**src/rtl/alu_arbiter_microprocessor.sv**
```systemverilog
// Round-robin front end for the shared registered ALU: two requesters, one op in flight,
// illegal opcodes answered directly with an error response.
module alu_arbiter_microprocessor #(
  parameter int DATA_W = 32,
  parameter int CTRL_W = 4,
  parameter int FLAG_W = 4
) (
  input  logic              alu_clk,
  input  logic              alu_rst,
  input  logic              req0_valid,
  input  logic [CTRL_W-1:0] req0_ctrl,
  input  logic [DATA_W-1:0] req0_a,
  input  logic [DATA_W-1:0] req0_b,
  output logic              req0_ready,
  input  logic              req1_valid,
  input  logic [CTRL_W-1:0] req1_ctrl,
  input  logic [DATA_W-1:0] req1_a,
  input  logic [DATA_W-1:0] req1_b,
  output logic              req1_ready,
  output logic              rsp0_valid,
  output logic              rsp1_valid,
  output logic [DATA_W-1:0] rsp_rslt,
  output logic [FLAG_W-1:0] rsp_flags,
  output logic              rsp_err,
  output logic [CTRL_W-1:0] alu_ctrl,
  output logic [DATA_W-1:0] alu_in_1,
  output logic [DATA_W-1:0] alu_in_2,
  input  logic [DATA_W-1:0] alu_rslt,
  input  logic [FLAG_W-1:0] alu_checks,
  output logic              busy
);
  // state   | meaning
  // IDLE    | nothing in flight, ALU driven with no-op, accepting
  // ISSUE   | latched op on the ALU inputs, ALU computes on the closing edge
  // CAPTURE | ALU result valid, captured on the closing edge, accepting
  typedef enum logic [1:0] {IDLE = 2'd0, ISSUE = 2'd1, CAPTURE = 2'd2} state_t;

  localparam logic [CTRL_W-1:0] ALU_NOP   = '1;
  localparam logic [FLAG_W-1:0] ERR_FLAGS = FLAG_W'(4'b0100);

  state_t            state;
  logic              ptr;
  logic              op_owner;
  logic              hold_full;
  logic              hold_owner;
  logic [DATA_W-1:0] hold_rslt;
  logic [FLAG_W-1:0] hold_flags;

  logic              accept_en, gnt0, gnt1, acc, acc_owner, acc_illegal, acc_legal;
  logic [CTRL_W-1:0] acc_ctrl;
  logic [DATA_W-1:0] acc_a, acc_b;

  // ptr=1 means req1 is favoured when both requesters are valid
  always_comb begin
    accept_en   = !alu_rst && (state != ISSUE) && !hold_full;
    gnt1        = req1_valid && (!req0_valid || ptr);
    gnt0        = req0_valid && !gnt1;
    req0_ready  = accept_en && gnt0;
    req1_ready  = accept_en && gnt1;
    acc         = req0_ready || req1_ready;
    acc_owner   = gnt1;
    acc_ctrl    = gnt1 ? req1_ctrl : req0_ctrl;
    acc_a       = gnt1 ? req1_a : req0_a;
    acc_b       = gnt1 ? req1_b : req0_b;
    acc_illegal = acc && (acc_ctrl[CTRL_W-1:1] == {(CTRL_W-1){1'b1}});
    acc_legal   = acc && !acc_illegal;
  end

  always_ff @(posedge alu_clk) begin
    if (alu_rst) begin
      state      <= IDLE;
      ptr        <= 1'b0;
      op_owner   <= 1'b0;
      hold_full  <= 1'b0;
      hold_owner <= 1'b0;
      hold_rslt  <= '0;
      hold_flags <= '0;
      rsp0_valid <= 1'b0;
      rsp1_valid <= 1'b0;
      rsp_err    <= 1'b0;
      rsp_rslt   <= '0;
      rsp_flags  <= '0;
      alu_ctrl   <= ALU_NOP;
      alu_in_1   <= '0;
      alu_in_2   <= '0;
      busy       <= 1'b0;
    end else begin
      rsp0_valid <= 1'b0;
      rsp1_valid <= 1'b0;
      rsp_err    <= 1'b0;
      if (acc) ptr <= ~acc_owner;

      unique case (state)
        IDLE, CAPTURE: begin
          if (acc_legal) begin
            state    <= ISSUE;
            busy     <= 1'b1;
            op_owner <= acc_owner;
            alu_ctrl <= acc_ctrl;
            alu_in_1 <= acc_a;
            alu_in_2 <= acc_b;
          end else begin
            state <= IDLE;
            busy  <= 1'b0;
          end
        end
        ISSUE: begin
          state    <= CAPTURE;
          busy     <= 1'b1;
          alu_ctrl <= ALU_NOP;
          alu_in_1 <= '0;
          alu_in_2 <= '0;
        end
        default: begin
          state <= IDLE;
          busy  <= 1'b0;
        end
      endcase

      // An error response pre-empts the bus; the concurrent ALU result waits one cycle in hold
      if (acc_illegal) begin
        rsp0_valid <= ~acc_owner;
        rsp1_valid <= acc_owner;
        rsp_err    <= 1'b1;
        rsp_rslt   <= '0;
        rsp_flags  <= ERR_FLAGS;
        if (state == CAPTURE) begin
          hold_full  <= 1'b1;
          hold_owner <= op_owner;
          hold_rslt  <= alu_rslt;
          hold_flags <= alu_checks;
        end
      end else if (state == CAPTURE) begin
        rsp0_valid <= ~op_owner;
        rsp1_valid <= op_owner;
        rsp_rslt   <= alu_rslt;
        rsp_flags  <= alu_checks;
      end else if (hold_full) begin
        hold_full  <= 1'b0;
        rsp0_valid <= ~hold_owner;
        rsp1_valid <= hold_owner;
        rsp_rslt   <= hold_rslt;
        rsp_flags  <= hold_flags;
      end
    end
  end
endmodule

```
**config.mk**
```make
export PLATFORM = sky130hd
export DESIGN_NAME = alu_arbiter_microprocessor
export DESIGN_NICKNAME = d
export VERILOG_FILES = /design/src/rtl/alu_arbiter_microprocessor.sv
export SDC_FILE = /design/constraint.sdc
export NUM_CORES = 1
export LEC_CHECK = 0
export ABC_AREA = 0
export BUFFER_PORTS_ARGS = -buffer_cell sky130_fd_sc_hd__buf_4
export CAP_MARGIN = 0
export CORE_MARGIN = 4
export CORE_UTILIZATION = 35
export CTS_CLUSTER_SIZE = 16
export DETAILED_ROUTE_END_ITERATION = 7
export SETUP_SLACK_MARGIN = 0.1
export SKIP_CTS_REPAIR_TIMING = 1
export SYNTH_ARGS = -nofsm -noshare
export SYNTH_HDL_FRONTEND = slang
export SYNTH_SLANG_ARGS = --single-unit
export TNS_END_PERCENT = 5
```
**constraint.sdc**
```tcl
create_clock -name alu_clk -period 3.2 [get_ports alu_clk]
set_input_delay 0.64 -clock alu_clk [delete_from_list [all_inputs] [get_ports alu_clk]]
set_output_delay 0.64 -clock alu_clk [all_outputs]
set_load 0.01 [all_outputs]
```
==> flow_summary_export.csv, run 1 <==
group,metric,value,unit
critical_path,cpPeakStageDelay,0.42,ns
clocking,cts_buffers,17,
critical_path,r2r_slack,0.89,ns
clocking,cts.htree.levels,4,
sta,timing.hold.ws,0.4597,ns
floorplanning,initial_core_util,0.3594,
hold_path,min_path_cells,2,
global_routing,antenna_found_initial,0,
synth,yosys.cell_types.count,37,
synth,yosys.area.top_type,"dfxtp_1",
floorplanning,dieArea,21630,µm²
synth,ys.flop_type,"dfxtp_1",
synth,yosysWarnings,0,
sta,period_share,0.7526,
critical_path,cp-end-kind,"output port",
global_routing,track_usage,0.1781,
sta,finalSetupTns,0,ns
synth,synth_fp_nets,809,
critical_path,rr_startpoint,"ptr",
routing,wl_met1,8.418,mm
sta,fin_worst_skew,0.005039,ns
clocking,clk_latency,0.41,ns
placement,dp_hpwl,14.40,mm
power_and_ir_drop,p_int,3.575,mW
sta,slew_viol_final,0,
sta,fmax,0.4152,GHz
hold_path,hold_path.class,"reg2reg",
sta,hold_viol_final,0,
hold_path,hold_path_startpoint,"alu_in_2[30]",
routing,dr_total_vias,5435,
global_routing,grt_first_pass_wirelength,30.85,mm
synth,seq_area_frac_synth,0.4437,
critical_path,cp-start-kind,"flop",
floorplanning,rows,50,
finish,diodes,0,
power_and_ir_drop,p_clk_frac,0.395,
critical_path,r2r-end,"hold_rslt[25]",
routing,postRouteAntennaNets,0,
sta,grt_setup_unrepaired,"false",
floorplanning,fp.dieH,147.1,µm
power_and_ir_drop,p_leak,4.583,nW
synth,synth.avg_cell_area,10.71,µm²
routing,drc,0,
power_and_ir_drop,ir_worst_vdd,0.3446,mV
synth,synth_edf_count,0,
finish,fin_nets,1071,
synth,async_reset_ff_frac,0,
clocking,cts_tree,"yes",
routing,first_pass_iters,4,
routing,viasPerCell,4.657,
finish,fill_cells,1748,
clocking,cts.sinks,150,
sta,tightest_slew,0.7200,ns
floorplanning,pin_count,286,
finish,areaGrowthSynthToFinish,43.30,%
sta,slew_headroom,0.5200,
synth,synth_top_area_frac,0.4437,
critical_path,required,2.56,ns
clocking,cts_buffer_depth,2,
synth,synthTopCellsByArea,"dfxtp_1 (44%), mux2i_1 (31%), nor2_1 (4.4%), a2111oi_4 (4.1%), nand2_1 (3.7%)",
placement,portBuffers,285,
routing,wl_met2,9.105,mm
critical_path,worstPathArrival,1.77,ns
job,maxCapViolCount,0,
clocking,clkTransAtPathRegs,0.06,ns
finish,final_common_cell,"buf_4",
critical_path,crit_buf_inv,1,
routing,wl_per_cell,16.98,µm
sta,finalSetupViolations,0,
power_and_ir_drop,power_frac_comb,0.183,
global_routing,grt_max_degree,70,
routing,wl,19.81,mm
routing,dr_wl_met3,2.120,mm
critical_path,path_cells,"or2b_1, nand2_2, a2111oi_0, buf_4",
floorplanning,fp.dieW,147.1,µm
clocking,cts_root_buf,"clkbuf_16",
critical_path,r2r_cells,8,
finish,mostFrequentLayoutCells,"buf_4 (291), mux2i_1 (208), dfxtp_1 (149)",
global_routing,grt_pass1_vias,5647,
power_and_ir_drop,power.share.sequential,0.422,
floorplanning,coreArea,18830,µm²
synth,ys_ff_latch,150,
power_and_ir_drop,pwr_density_cell,507.2,nW/µm²
critical_path,critical_path.slowest_cell,"a2111oi_0",
synth,syn_area,6768,µm²
outcome,status,"complete, no violations",
routing,drt_iter0_drc,139,
power_and_ir_drop,swShare,0.2733,
critical_path,crit_type,"reg2out",
critical_path,crit_family,"compound AO/OA/AOI/OAI gates",
power_and_ir_drop,p_sw,1.344,mW
hold_path,min_to,"alu_in_2[30]",
finish,drive_above_1_share,0.4013,
critical_path,cp_max_fo,10,
routing,top_layer_used,"met4",
placement,place_congestion,0.7739,
sta,min_period,2.408,ns
global_routing,grt_overflow,0,
synth,postSynthCellCount,632,
metal layers:
metal  global-route usage  vias up
li1                     -     2758
met2               0.2839      181
met5                    0        -
met3              0.09439       10
met4              0.03308        0
met1               0.2169     2486
per-stage QoR:
step	util	std cells	worst slack, ns	power [mW]	cell area, µm²
finish	0.5150	1167	0.7915	4.919	9698
global route	0.5150	1167	0.6306	5.148	9698
CTS	0.5150	1167	0.7425	4.997	9698
global placement	0.4847	1135	0.5531	3.029	9128
detailed placement	0.4847	1135	0.5049	3.032	9128
floorplan	-	632	0.1477	2.555	6768
sequential cells by signal, indices dropped and copies added (netlist names), 2 cells and up:
name,count
alu_ctrl,4
alu_in_1,32
alu_in_2,32
hold_flags,4
hold_rslt,32
rsp_flags,4
rsp_rslt,32
state,2
worst min-delay path: stages (launching register included):
cell and delay, ns:
dfxtp_1 0.31, nand2_1 0.05, mux2i_1 0.05
cell type report:
type / instances / area (µm²) / area share
inverter: 7 / 26.28 / 0.002709
clock inverter: 15 / 145.1 / 0.01497
sequential: 150 / 3004 / 0.3098
tap: 260 / 325.3 / 0.03354
multi-input combinational: 422 / 3487 / 0.3596
clock buffer: 17 / 425.4 / 0.04387
timing repair buffer: 296 / 2285 / 0.2356
cell families (layout without fill, tap and decap cells):
family                     after synthesis  after routing  synth area share
buffers and inverters                   60            335           0.04566
muxes                                  209            209            0.3093
adders and majority gates                1              1          0.001848
AOI/OAI and AO/OA                       49             49            0.1030
DFF                                    150            150            0.4437
and+or+nand+nor                        163            163           0.09651
cells in the mapped netlist (2+ instances only):
cell / number
inv_1: 6
a2111oi_0: 9
nand3_1: 3
clkbuf_1: 20
nand2_1: 66
o21ai_0: 3
nor2_1: 80
and3_1: 3
dfxtp_1: 150
buf_6: 2
a21oi_1: 4
nand2b_1: 2
buf_1: 8
buf_12: 2
a2111oi_4: 10
buf_2: 20
a2111oi_2: 15
mux2i_1: 208
or3_1: 2
a2111oi_1: 2
worst max path at each step:
stage | slack, ns | start | cells after the start | to
final | 0.79 | state[1] | 4 | req0_ready
after global routing | 0.63 | state[1] | 4 | req0_ready
after CTS | 0.74 | state[1] | 4 | req0_ready
after detailed placement | 0.50 | req0_valid | 9 | hold_rslt[16]
after global placement | 0.55 | req0_valid | 9 | hold_rslt[26]
after floorplan | 0.15 | req1_valid | 12 | hold_rslt[10]
power groups by stage:
stage                     clock, mW  combinational (mW)  sequential, mW
after floorplan                   0               0.387            2.17
after global placement            0               0.916            2.11
after detailed placement          0               0.918            2.11
after CTS                      2.00               0.918            2.08
after global routing           2.07               0.983            2.09
final                          1.94               0.901            2.08
Power figures use the tool's default switching activity.
==> inputs of run 2 (changes only) <==
==> constraint.sdc (replaced) <==
create_clock -name alu_clk -period 2.4 [get_ports alu_clk]
set_input_delay 0.48 -clock alu_clk [delete_from_list [all_inputs] [get_ports alu_clk]]
set_output_delay 0.48 -clock alu_clk [all_outputs]
set_load 0.01 [all_outputs]
==> run 2 against run 1 <==
Power increased by 35%. Register-to-register slack got worse by 0.63 ns. Design area increased by 0.83%. Clock skew increased by 0.0029 ns. Clock-buffer cell count increased by 4. Sequential share of layout area decreased by 0.25 points. Sequential cell count unchanged. Sequential power increased by 33%. Worst hold slack got worse by 0.15 ns. First-iteration DRC count increased by 29%. Critical endpoint unchanged. Largest power group unchanged.
==> flow_summary_export.csv, run 2 (synthesized netlist as in run 1, its figures left out) <==
group,metric,value,unit
job,maxCapViolCount,0,
clocking,clk_latency,0.42,ns
floorplanning,dieArea,21630,µm²
floorplanning,pin_count,286,
routing,first_pass_iters,4,
routing,drt_iter0_drc,179,
hold_path,min_path_cells,3,
floorplanning,rows,50,
placement,place_congestion,0.7799,
critical_path,cp-end-kind,"output port",
routing,drc,0,
clocking,cts_root_buf,"clkbuf_16",
finish,fin_nets,1078,
clocking,cts_buffer_depth,2,
routing,dr_total_vias,5516,
sta,timing.hold.ws,0.3071,ns
critical_path,r2r_slack,0.26,ns
critical_path,r2r_cells,8,
critical_path,r2r-end,"hold_rslt[20]",
sta,hold_viol_final,0,
global_routing,grt_max_degree,73,
power_and_ir_drop,ir_worst_vdd,0.4606,mV
hold_path,hold_path_startpoint,"alu_rslt[22]",
floorplanning,fp.dieH,147.1,µm
critical_path,crit_type,"reg2out",
critical_path,cpPeakStageDelay,0.43,ns
power_and_ir_drop,power_frac_comb,0.185,
clocking,cts.sinks,150,
finish,final_common_cell,"buf_4",
power_and_ir_drop,p_int,4.892,mW
sta,grt_setup_unrepaired,"false",
power_and_ir_drop,power.share.sequential,0.418,
global_routing,grt_pass1_vias,5662,
critical_path,crit_buf_inv,1,
sta,fin_worst_skew,0.007933,ns
sta,finalSetupViolations,0,
critical_path,rr_startpoint,"ptr",
sta,slew_viol_final,0,
finish,final-seq-area,3004,µm²
floorplanning,initial_core_util,0.3594,
finish,areaGrowthSynthToFinish,44.48,%
routing,wl,19.94,mm
global_routing,grt_overflow,0,
finish,mostFrequentLayoutCells,"buf_4 (298), mux2i_1 (208), dfxtp_1 (149)",
critical_path,required,1.92,ns
finish,fill_cells,1733,
sta,fmax,0.4609,GHz
power_and_ir_drop,p_clk_frac,0.397,
finish,drive_above_1_share,0.4059,
sta,tightest_slew,0.6977,ns
finish,multi_input_area,3507,µm²
power_and_ir_drop,p_leak,4.614,nW
global_routing,track_usage,0.1801,
clocking,clkTransAtPathRegs,0.06,ns
power_and_ir_drop,p_sw,1.734,mW
routing,wl_per_cell,16.99,µm
critical_path,critical_path.slowest_cell,"a2111oi_1",
hold_path,min_to,"hold_rslt[22]",
routing,viasPerCell,4.698,
critical_path,worstPathArrival,1.69,ns
outcome,status,"complete, no violations",
critical_path,crit_family,"compound AO/OA/AOI/OAI gates",
placement,dp_hpwl,14.79,mm
critical_path,path_cells,"or2b_4, nand2_4, a2111oi_1, buf_4",
power_and_ir_drop,swShare,0.2616,
routing,postRouteAntennaNets,0,
clocking,cts_tree,"yes",
global_routing,antenna_found_initial,1,
clocking,cts_buffers,17,
sta,min_period,2.170,ns
critical_path,cp_max_fo,10,
clocking,cts.htree.levels,4,
floorplanning,fp.dieW,147.1,µm
sta,period_share,0.9040,
sta,finalSetupTns,0,ns
power_and_ir_drop,pwr_density_cell,677.6,nW/µm²
hold_path,hold_path.class,"in2reg",
placement,portBuffers,285,
critical_path,cp-start-kind,"flop",
finish,diodes,0,
floorplanning,coreArea,18830,µm²
global_routing,grt_first_pass_wirelength,30.91,mm
sta,slew_headroom,0.5349,
-- run 2: worst max-delay path by stage --
stage / endpoint / cells after the start / start
2_1_floorplan: hold_rslt[10] / 11 / req0_valid
3_3_place_gp: hold_rslt[18] / 9 / req0_valid
3_5_place_dp: hold_rslt[14] / 9 / req0_valid
4_1_cts: req0_ready / 4 / state[1]
5_1_grt: hold_rslt[31] / 8 / ptr
6_report: req0_ready / 4 / state[0]
-- run 2: cell type report --
type                            instances  share of cell area
Inverter                                7            0.003199
Clock buffer                           21             0.04607
Multi-Input combinational cell        422              0.3587
Clock inverter                         11             0.01254
Sequential cell                       150              0.3072
Tap cell                              260             0.03327
Timing Repair Buffer                  303              0.2390
-- run 2: tightest hold or removal path, delay by kind of cell --
kind	cells	cell delay, ns
buffers and inverters	1	0.08
muxes	1	0.06
and+or+nand+nor	1	0.07
-- run 2: power by group through the flow --
stage / registers (mW) / clock network (mW) / logic, mW
after global routing: 2.80 / 2.79 / 1.33
after floorplan: 2.89 / 0 / 0.521
after detailed placement: 2.82 / 0 / 1.25
after global placement: 2.82 / 0 / 1.24
final: 2.77 / 2.63 / 1.22
after CTS: 2.77 / 2.69 / 1.25
-- run 2: per-stage QoR --
step	setup WS [ns]	utilization	cell area (µm²)	total power, mW	instances
after global routing	0.1114	0.5193	9778	6.916	1174
after detailed placement	0.08790	0.4886	9200	4.069	1142
after CTS	0.07560	0.5190	9773	6.713	1174
final	0.2305	0.5193	9778	6.626	1174
after floorplan	0.06460	-	6859	3.413	632
after global placement	0.1249	0.4886	9200	4.062	1142
-- run 2: per-layer routing --
metal | up-vias | share of wire | track usage
met5 | - | 0 | 0
met1 | 2548 | 0.42 | 0.2117
met2 | 180 | 0.47 | 0.2926
li1 | 2772 | - | -
met3 | 16 | 0.099 | 0.08482
met4 | 0 | 0.014 | 0.05638
==> inputs of run 3 (changes only) <==
--- a/config.mk
+++ b/config.mk
@@ -8,6 +8,7 @@
 export ABC_AREA = 0
 export BUFFER_PORTS_ARGS = -buffer_cell sky130_fd_sc_hd__buf_4
 export CAP_MARGIN = 0
+export CORE_ASPECT_RATIO = 1.4
 export CORE_MARGIN = 4
 export CORE_UTILIZATION = 35
 export CTS_CLUSTER_SIZE = 16
==> run 3 against run 2 <==
First-iteration DRC count grew 35%. Die area grew 0.15%. Via count shrank 0.38%. Power shrank 1.7%.
==> flow_summary_export.csv, run 3 (synthesized netlist as in run 1, its figures left out) <==
group,metric,value,unit
sta,fmax,0.4613,GHz
routing,wl,19.20,mm
sta,hold_viol_final,0,
critical_path,cp_max_fo,19,
routing,dr_total_vias,5495,
clocking,cts_tree,"yes",
hold_path,hold_path.class,"in2reg",
clocking,cts_root_buf,"clkbuf_16",
placement,placed_cell_area,9200,µm²
clocking,clkTransAtPathRegs,0.06,ns
global_routing,antenna_found_initial,0,
global_routing,grt_pass1_vias,5637,
critical_path,r2r_cells,8,
finish,drive_above_1_share,0.4044,
clocking,clk_latency,0.41,ns
finish,final_common_cell,"buf_4",
critical_path,startpoint,"ptr",
power_and_ir_drop,ir_worst_vdd,0.4261,mV
global_routing,grt_overflow,0,
global_routing,grt_first_pass_wirelength,30.31,mm
routing,first_pass_iters,4,
critical_path,path_cells,"nand2b_1, buf_4, nand2_4, nor3_1, buf_4",
critical_path,cp-start-kind,"flop",
placement,place_congestion,0.7686,
floorplanning,fp.dieH,172.5,µm
critical_path,r2r_slack,0.31,ns
finish,final-seq-area,3004,µm²
critical_path,r2r-end,"hold_rslt[30]",
clocking,cts.htree.levels,4,
clocking,cts_buffers,17,
critical_path,cp-end-kind,"output port",
power_and_ir_drop,pwr_density_cell,666.5,nW/µm²
placement,dp_hpwl,14.32,mm
routing,viasPerCell,4.753,
finish,final_area,9768,µm²
floorplanning,pin_count,286,
floorplanning,coreArea,18820,µm²
finish,fin_nets,1074,
sta,min_period,2.168,ns
critical_path,cpPeakStageDelay,0.39,ns
sta,finalSetupTns,0,ns
sta,slew_viol_final,0,
floorplanning,initial_core_util,0.3595,
critical_path,required,1.92,ns
finish,multi_input_area,3512,µm²
global_routing,grt_max_degree,80,
sta,tightest_slew,1.101,ns
sta,finalSetupViolations,0,
clocking,cts.sinks,150,
power_and_ir_drop,p_leak,4.605,nW
routing,drc,0,
sta,period_share,0.9032,
floorplanning,dieArea,21660,µm²
sta,fin_worst_skew,0.009198,ns
outcome,status,"complete, no violations",
critical_path,critical_path.slowest_cell,"dfxtp_1",
finish,areaGrowthSynthToFinish,44.33,%
finish,fill_cells,1797,
global_routing,track_usage,0.1739,
critical_path,rr_startpoint,"ptr",
sta,grt_setup_unrepaired,"false",
routing,wl_per_cell,16.61,µm
critical_path,critPathMostFrequentCell,"buf_4",
placement,portBuffers,285,
critical_path,worstPathArrival,1.69,ns
floorplanning,fp.dieW,125.5,µm
floorplanning,rows,59,
routing,drt_iter0_drc,241,
critical_path,crit_type,"reg2out",
sta,slew_headroom,0.2661,
routing,postRouteAntennaNets,0,
job,maxCapViolCount,0,
clocking,cts_buffer_depth,2,
finish,mostFrequentLayoutCells,"buf_4 (290), mux2i_1 (208), dfxtp_1 (149)",
critical_path,cp-endpoint,"req1_ready",
[run 3: changes by cell type in the layout (fill, tap and decap cells not counted)]
cell        delta
buf_12         +4
a2111oi_2      +1
inv_6          -1
bufinv_16      -1
buf_4          -8
clkinv_4       +3
diode_2        +2
a2111oi_1      -1
clkinvlp_4     -1
[run 3: report_power, final]
group / leakage (nW) / internal (mW) / total (mW) / switching [mW]
Combinational: 3.11 / 0.664 / 1.23 / 0.568
Sequential: 1.23 / 2.67 / 2.77 / 0.0976
Clock: 0.263 / 1.46 / 2.51 / 1.05
Total: 4.61 / 4.79 / 6.51 / 1.72
[run 3: worst min-delay path by stage]
| stage | start | end | slack, ns | depth (start not counted) |
|---|---|---|---|---|
| after floorplan | ptr | ptr | 0.46 | 2 |
| after global placement | alu_in_1[14] | alu_in_1[14] | 0.44 | 2 |
| after detailed placement | alu_in_2[26] | alu_in_2[26] | 0.45 | 2 |
| after CTS | alu_rslt[24] | hold_rslt[24] | 0.29 | 3 |
| after global routing | alu_rslt[25] | hold_rslt[25] | 0.30 | 3 |
| final | alu_rslt[26] | hold_rslt[26] | 0.31 | 3 |
[run 3: per-layer routing]
layer / global-route usage / vias up / share of wire
li1: - / 2766 / -
met1: 0.2141 / 2483 / 0.41
met2: 0.2739 / 221 / 0.46
met3: 0.06975 / 25 / 0.10
met4: 0.06465 / 0 / 0.023
met5: 0 / - / 0
[run 3: worst max-delay path: cells and delay by family, from the launching register on]
kind | cells | cell delay, ns
buf+inv | 2 | 0.31
simple gates | 3 | 0.58
flops | 1 | 0.39
[run 3: cell type report]
type | count | share of cell area
Tap cell | 244 | 0.03125
Clock buffer | 21 | 0.04611
Multi-Input combinational cell | 422 | 0.3595
Clock inverter | 11 | 0.01050
Antenna cell | 2 | 0.0005124
Timing Repair Buffer | 299 | 0.2413
Sequential cell | 150 | 0.3075
Inverter | 7 | 0.003202
[run 3: stage by stage]
| step | total power, mW | hold WS (ns) | setup WS, ns | utilization | instances |
|---|---|---|---|---|---|
| 3_3_place_gp | 4.068 | 0.4447 | 0.1583 | 0.4887 | 1122 |
| 3_5_place_dp | 4.073 | 0.4525 | 0.1370 | 0.4887 | 1122 |
| 4_1_cts | 6.613 | 0.2881 | 0.01728 | 0.5181 | 1154 |
| 6_report | 6.510 | 0.3115 | 0.2323 | 0.5189 | 1156 |
| 2_1_floorplan | 3.413 | 0.4584 | 0.06460 | - | 632 |
| 5_1_grt | 6.823 | 0.3047 | 0.1309 | 0.5186 | 1154 |
